$ cat src/rtl/mr_if_pkg.sv
// Shared widths and constants for the mr_if instruction fetch stage.
package mr_if_pkg;

  localparam int unsigned XLEN          = 32;
  localparam int unsigned IMAXLEN       = 32;
  localparam int unsigned IF_INST_BYTES = 4;

endpackage

$ cat src/rtl/mr_if_fifo.sv
// Synchronous FIFO with push/pop/flush and occupancy count.
// DEPTH must be a power of 2 (>= 2) so the pointers wrap naturally.
// The head is read straight from storage, so rdata shows a write one cycle
// after the push edge (no bypass).
module mr_if_fifo #(
  parameter int unsigned WIDTH = 32,
  parameter int unsigned DEPTH = 2
) (
  input  logic                     clk,
  input  logic                     rst_n,
  input  logic                     push,
  input  logic [WIDTH-1:0]         wdata,
  input  logic                     pop,
  input  logic                     flush,
  output logic [WIDTH-1:0]         rdata,
  output logic [$clog2(DEPTH):0]   count,
  output logic                     empty,
  output logic                     full
);

  localparam int unsigned AW = $clog2(DEPTH);
  localparam int unsigned CW = AW + 1;

  logic [WIDTH-1:0] mem_q [DEPTH];
  logic [WIDTH-1:0] mem_d [DEPTH];
  logic [AW-1:0]    wr_ptr_q, wr_ptr_d;
  logic [AW-1:0]    rd_ptr_q, rd_ptr_d;
  logic [CW-1:0]    count_q, count_d;
  logic             do_push, do_pop;

  assign empty = (count_q == '0);
  assign full  = (count_q == CW'(DEPTH));
  assign count = count_q;
  assign rdata = mem_q[rd_ptr_q];

  // Pointer/count update; flush wins over push and pop.
  always_comb begin
    mem_d    = mem_q;
    wr_ptr_d = wr_ptr_q;
    rd_ptr_d = rd_ptr_q;
    count_d  = count_q;
    do_pop   = pop && !empty;
    do_push  = push && (!full || do_pop);
    if (flush) begin
      wr_ptr_d = '0;
      rd_ptr_d = '0;
      count_d  = '0;
    end else begin
      if (do_push) begin
        mem_d[wr_ptr_q] = wdata;
        wr_ptr_d        = wr_ptr_q + AW'(1);
      end
      if (do_pop) begin
        rd_ptr_d = rd_ptr_q + AW'(1);
      end
      count_d = count_q + CW'(do_push) - CW'(do_pop);
    end
  end

  // Storage and pointer registers.
  always_ff @(posedge clk or negedge rst_n) begin
    if (!rst_n) begin
      for (int i = 0; i < int'(DEPTH); i++) mem_q[i] <= '0;
      wr_ptr_q <= '0;
      rd_ptr_q <= '0;
      count_q  <= '0;
    end else begin
      mem_q    <= mem_d;
      wr_ptr_q <= wr_ptr_d;
      rd_ptr_q <= rd_ptr_d;
      count_q  <= count_d;
    end
  end

endmodule

$ cat src/rtl/mr_if.sv
// Instruction fetch stage: credit-limited requests on a split req/rsp
// instruction-memory port, in-order instruction buffer towards decode, and
// redirect handling that flushes buffered words and drops in-flight responses.
// Optional build macro MR_IF_PERF_EN adds perf_fetched/perf_dropped/perf_stall.
module mr_if
  import mr_if_pkg::*;
#(
  parameter logic [XLEN-1:0] RESET_PC   = '0,
  parameter int unsigned     FIFO_DEPTH = 2
) (
  input  logic               clk,
  input  logic               rst_n,
  output logic               imem_req,
  output logic [XLEN-1:0]    imem_addr,
  input  logic               imem_gnt,
  input  logic               imem_rvalid,
  input  logic [IMAXLEN-1:0] imem_rdata,
  output logic [IMAXLEN-1:0] inst,
  output logic [XLEN-1:0]    inst_pc,
  output logic               inst_valid,
  input  logic               inst_ready,
  input  logic               redir_valid,
`ifdef MR_IF_PERF_EN
  input  logic [XLEN-1:0]    redir_pc,
  output logic [31:0]        perf_fetched,
  output logic [31:0]        perf_dropped,
  output logic [31:0]        perf_stall
`else
  input  logic [XLEN-1:0]    redir_pc
`endif
);

  // FIFO occupancy width; outstanding/drop get headroom because repeated
  // redirects against a slow memory can leave several dropped responses in flight.
  localparam int unsigned CW = $clog2(FIFO_DEPTH) + 1;
  localparam int unsigned OW = $clog2(FIFO_DEPTH) + 3;
  localparam int unsigned BW = IMAXLEN + XLEN;

  logic [XLEN-1:0] pc_q, pc_d;
  logic [OW-1:0]   out_q, out_d;
  logic [OW-1:0]   drop_q, drop_d;
  logic            run_q, run_d;

  logic [CW-1:0]   ibuf_count, tagq_count;
  logic [BW-1:0]   ibuf_head;
  logic [XLEN-1:0] tag_head;
  logic            ibuf_empty, ibuf_full, tagq_empty, tagq_full;
  logic [OW:0]     credit;
  logic            grant, rsp_drop, rsp_keep, ibuf_pop;

  // Request credit and response classification from registered state.
  always_comb begin
    credit    = (OW+1)'(ibuf_count) + (OW+1)'(out_q) - (OW+1)'(drop_q);
    imem_req  = run_q && !redir_valid && (credit < (OW+1)'(FIFO_DEPTH));
    imem_addr = pc_q;
    grant     = imem_req && imem_gnt;
    rsp_drop  = imem_rvalid && (drop_q != '0);
    rsp_keep  = imem_rvalid && (drop_q == '0) && !redir_valid;
    ibuf_pop  = inst_valid && inst_ready && !redir_valid;
  end

  // Next PC, outstanding and drop counters.
  always_comb begin
    run_d = 1'b1;
    pc_d  = pc_q;
    out_d = out_q + OW'(grant) - OW'(imem_rvalid);
    if (redir_valid) begin
      pc_d   = {redir_pc[XLEN-1:2], 2'b00};
      drop_d = out_q - OW'(imem_rvalid);
    end else begin
      if (grant) pc_d = pc_q + XLEN'(IF_INST_BYTES);
      drop_d = drop_q - OW'(rsp_drop);
    end
  end

  // Fetch control registers.
  always_ff @(posedge clk or negedge rst_n) begin
    if (!rst_n) begin
      pc_q   <= RESET_PC;
      out_q  <= '0;
      drop_q <= '0;
      run_q  <= 1'b0;
    end else begin
      pc_q   <= pc_d;
      out_q  <= out_d;
      drop_q <= drop_d;
      run_q  <= run_d;
    end
  end

  mr_if_fifo #(.WIDTH(XLEN), .DEPTH(FIFO_DEPTH)) u_tagq (
    .clk   (clk),
    .rst_n (rst_n),
    .push  (grant),
    .wdata (pc_q),
    .pop   (rsp_keep),
    .flush (redir_valid),
    .rdata (tag_head),
    .count (tagq_count),
    .empty (tagq_empty),
    .full  (tagq_full)
  );

  mr_if_fifo #(.WIDTH(BW), .DEPTH(FIFO_DEPTH)) u_ibuf (
    .clk   (clk),
    .rst_n (rst_n),
    .push  (rsp_keep),
    .wdata ({imem_rdata, tag_head}),
    .pop   (ibuf_pop),
    .flush (redir_valid),
    .rdata (ibuf_head),
    .count (ibuf_count),
    .empty (ibuf_empty),
    .full  (ibuf_full)
  );

  assign inst_valid = !ibuf_empty;
  assign inst       = ibuf_head[BW-1:XLEN];
  assign inst_pc    = ibuf_head[XLEN-1:0];

`ifdef MR_IF_PERF_EN
  logic [31:0] perf_fetched_q, perf_fetched_d;
  logic [31:0] perf_dropped_q, perf_dropped_d;
  logic [31:0] perf_stall_q, perf_stall_d;

  // Performance counter increments; a response landing on a redirect is discarded too.
  always_comb begin
    perf_fetched_d = perf_fetched_q + 32'(rsp_keep);
    perf_dropped_d = perf_dropped_q + 32'(rsp_drop || (imem_rvalid && redir_valid))
                   + 32'(redir_valid ? ibuf_count : CW'(0));
    perf_stall_d   = perf_stall_q + 32'(inst_ready && !inst_valid);
  end

  // Performance counter registers.
  always_ff @(posedge clk or negedge rst_n) begin
    if (!rst_n) begin
      perf_fetched_q <= '0;
      perf_dropped_q <= '0;
      perf_stall_q   <= '0;
    end else begin
      perf_fetched_q <= perf_fetched_d;
      perf_dropped_q <= perf_dropped_d;
      perf_stall_q   <= perf_stall_d;
    end
  end

  assign perf_fetched = perf_fetched_q;
  assign perf_dropped = perf_dropped_q;
  assign perf_stall   = perf_stall_q;
`endif

`ifndef SYNTHESIS
  a_no_stray_rsp : assert property (@(posedge clk) disable iff (!rst_n)
    !(imem_rvalid && (out_q == '0)));
  a_ibuf_no_ovf  : assert property (@(posedge clk) disable iff (!rst_n)
    !(rsp_keep && ibuf_full && !ibuf_pop));
  a_tag_present  : assert property (@(posedge clk) disable iff (!rst_n)
    !(rsp_keep && tagq_empty));
  a_tagq_no_ovf  : assert property (@(posedge clk) disable iff (!rst_n)
    !(grant && tagq_full));
  a_credit_bound : assert property (@(posedge clk) disable iff (!rst_n)
    ((CW+1)'(tagq_count) + (CW+1)'(ibuf_count)) <= (CW+1)'(FIFO_DEPTH));
  a_out_headroom : assert property (@(posedge clk) disable iff (!rst_n)
    !(grant && (out_q == '1)));
`endif

endmodule

$ cat config.mk
export PLATFORM = sky130hd
export DESIGN_NAME = mr_if
export DESIGN_NICKNAME = d
export VERILOG_FILES = /design/src/rtl/mr_if_pkg.sv /design/src/rtl/mr_if_fifo.sv /design/src/rtl/mr_if.sv
export SDC_FILE = /design/constraint.sdc
export NUM_CORES = 1
export LEC_CHECK = 0
export CAP_MARGIN = 20
export CORE_AREA = 2 2 128 180
export CTS_CLUSTER_DIAMETER = 30
export DETAILED_ROUTE_END_ITERATION = 10
export DIE_AREA = 0 0 130 182
export GPL_ROUTABILITY_DRIVEN = 0
export PLACE_DENSITY = 0.85
export SYNTH_ARGS = -nofsm -noshare
export SYNTH_HDL_FRONTEND = slang
export SYNTH_SLANG_ARGS = --single-unit
$ cat constraint.sdc
create_clock -name clk -period 5.5 [get_ports clk]
set_clock_uncertainty 0.1 [all_clocks]
set_input_delay 1.65 -clock clk [delete_from_list [all_inputs] [get_ports clk]]
set_output_delay 1.65 -clock clk [all_outputs]
set_load 0.05 [all_outputs]
==> impl_metrics.yaml <==
synth:
  netlist_area_um2: 10800
  synth_adder_area_share: 0.0286
  muxShareOfSynthArea: 0.227
  yosysWarnings: 0
  ys_seq_elements: 231
  syn-instance-count: 912
  synth_compound_area_frac: 0.0708
  ys_types: 60
  synth_edf_count: 0
  ys_seq_area_frac: 0.533
  syn_area_per_cell_um2: 11.9
  synth_simple_gate_area_frac: 0.0888
  synth-xor-area-share: 0.0170
  ys.flop_type: "dfrtp_1"
  synth_top_family_by_area: "multiplexers"
  async_flop_share: 1.00
timing:
  slew-limit-headroom: 0.367
  rsz0062_at_grt: "false"
  tns_ps: 0
  period_share: 0.931
  post-route-min-period_ps: 5120
  fmax_ghz: 0.195
  worstMarginPinSlew_ps: 941
  fin_ws_ps: 379
  setup_viol: 0
  final_hold_viol_count: 0
  slew_viol_final: 0
grt:
  antenna_found_initial: 0
  grt_max_degree: 101
  grt-ovfl-total: 0
  grt_pass1_wl_um: 41100
  grt.total_usage: 0.218
  first_global_vias: 8126
floorplan:
  die_w_um: 130
  core_area_um2: 22200
  die_h_um: 182
  io_pins: 168
  num_rows: 65
  initial_core_util: 0.489
  die_area_um2: 23700
placement:
  portBuffers: 161
  hpwl_um: 16300
  placed_cells: 1330
  dpl_worst_slack_ps: 904
worst_setup_path:
  arrival_ps: 3370
  cp-end-kind: "primary output"
  startpoint_type: "register"
  critPathKind: "reg -> out"
  critical_path_required_ps: 3750
  worstPathMaxFanout: 10
  cpMaxStageDelayCell: "xor2_1"
  crit_path_cell_trace: "inv_1 -> fa_1 -> inv_1 -> ha_1 -> nand2_1 -> o21ai_0 -> xor2_1 -> nor2_1 -> buf_4"
  critPathMostFrequentCell: "inv_1"
  critPathMaxStageDelay_ps: 690
drt:
  first_pass_iters: 4
  vias: 7652
  routed_wl_um: 25300
  drt_iter0_drc: 391
  drc: 0
  wl_per_cell_um: 18.2
  vias_per_cell: 5.50
  ant_nets: 0
hold_path:
  hold_path.class: "reg -> reg"
clock_network:
  cts-root-buf: "clkbuf_16"
  ctsHoldBuffers: 0
  postCtsSetupBuffers: 0
  cts_tree: "built"
  ctsResizeCount: 0
  clock_latency_ps: 500
  cts.path.max_buffers: 3
  cts.htree.levels: 2
  cts.sinks: 231
  path_clk_slew_ps: 50
  cts_buffers: 36
final_layout:
  layout.nets: 1160
  layout-drive-gt1-share: 0.254
  multiInputGateArea_um2: 4720
  fin_util: 0.626
  finalNonFillerCells: 1392
  syn_to_final_growth_pct: 28.1
  fillerInstances: 1707
  regArea_um2: 5780
  diodes: 0
job:
  drv_cap: 0
pwr:
  power_density_nw_per_um2: 536
  p_leak_nw: 6.22
  peakVddDrop_v: 0.000433
run_status:
  status: "finished, final reports clean"
layout make-up:
class	count	share of cell area
well taps	301	0.0271
repair buffers	173	0.126
multi-input cells	600	0.340
inverters	25	0.00675
flip-flops and latches	231	0.416
clock buffers	43	0.0711
clock inverters	19	0.0136
stage by stage:
stage	power (mW)	cell area [µm²]	hold WS, ps
2_1_floorplan	4.36	10900	344
3_3_place_gp	5.17	12700	355
3_5_place_dp	5.26	12700	367
4_1_cts	7.50	13900	380
5_1_grt	7.81	13900	403
6_report	7.45	13900	374
registers in the layout, indices dropped and copies added (netlist names):
name and count:
u_tagq.rd_ptr_q 1, u_ibuf.mem_q 124, imem_addr 30, u_tagq.wr_ptr_q 1, u_ibuf.count 2, u_ibuf.wr_ptr_q 1, u_tagq.mem_q 60, run_q 1
out_q 4, u_tagq.count 2, u_ibuf.rd_ptr_q 1, drop_q 4
kinds of logic (layout without fill, tap and decap cells):
logic type,after synthesis,count (layout)
xor+xnor,21,21
buf+inv,84,260
mux,222,222
fa+ha+maj,23,23
simple gates,202,202
flops,231,231
other cells,2,5
compound gates,127,127
cell usage in the layout, fill, tap and decap left out, types with 5 or more instances in the layout:
master           instances
buf_4                    9
ha_1                    20
inv_1                   23
nand4_1                  9
nor4_1                  12
nor3_1                   9
mux2_2                 185
xnor2_1                 14
nand2_1                 66
inv_6                    5
a21oi_1                 35
conb_1                   5
dfrtp_1                230
clkdlybuf4s50_1        158
o21ai_0                 53
mux2i_1                 34
clkbuf_16               37
nor2_1                  55
a221o_1                  9
a21o_1                   5
nand3_1                 20
xor2_1                   7
worst max-delay path, delay by kind of cell, from the launching register on:
kind	cells	cell delay [ps]
adder cells (fa/ha/maj)	2	890
AO/OA/AOI/OAI	1	320
XOR/XNOR	1	690
buffers and inverters	3	430
AND/OR/NAND/NOR	2	190
flip-flops	1	350
power breakdown:
| part | internal (mW) | switching [mW] |
|---|---|---|
| Sequential | 2.11 | 0.285 |
| Combinational | 1.14 | 1.74 |
| Clock | 1.39 | 0.801 |
synth_stat cells (3+ instances only):
cell | number | area (µm²)
xor2_1 | 7 | 61.3
nand2_1 | 67 | 251
a31oi_1 | 3 | 18.8
o21ai_0 | 53 | 265
nor3_1 | 11 | 55.1
nand3_1 | 20 | 100
a21o_1 | 5 | 37.5
nor2b_1 | 4 | 25.0
o21a_1 | 4 | 30.0
mux2i_1 | 34 | 340
and3_1 | 4 | 25.0
xnor2_1 | 14 | 123
ha_1 | 20 | 250
dfrtp_1 | 231 | 5780
nand2b_1 | 3 | 18.8
buf_4 | 8 | 60.1
clkbuf_1 | 29 | 109
inv_1 | 23 | 86.3
buf_1 | 9 | 33.8
mux2_2 | 185 | 2080
o31ai_1 | 3 | 22.5
a21oi_1 | 35 | 175
nand4_1 | 9 | 56.3
a221o_1 | 9 | 90.1
fa_1 | 3 | 60.1
o31a_1 | 3 | 26.3
buf_2 | 9 | 45.0
nor2_1 | 55 | 206
nor4_1 | 12 | 75.1
metal layers:
metal,share of wire,global-route usage
met5,0,0
met4,0.031,0.0826
met3,0.051,0.0389
met2,0.50,0.376
met1,0.41,0.269
worst paths after layout:
path,start,endpoint,slack [ps],cells after the start
setup / recovery,out_q[1],imem_req,380,9
hold / removal,u_ibuf.mem_q[10],u_ibuf.mem_q[10],370,2
setup reg to reg,out_q[1],out_q[3],1020,17
hold reg to reg,u_ibuf.mem_q[10],u_ibuf.mem_q[10],370,2
max in group asynchronous,rst_n,u_ibuf.mem_q[55],3100,2
min in group asynchronous,rst_n,u_tagq.mem_q[4],1090,1
Power figures use the tool's default switching activity.
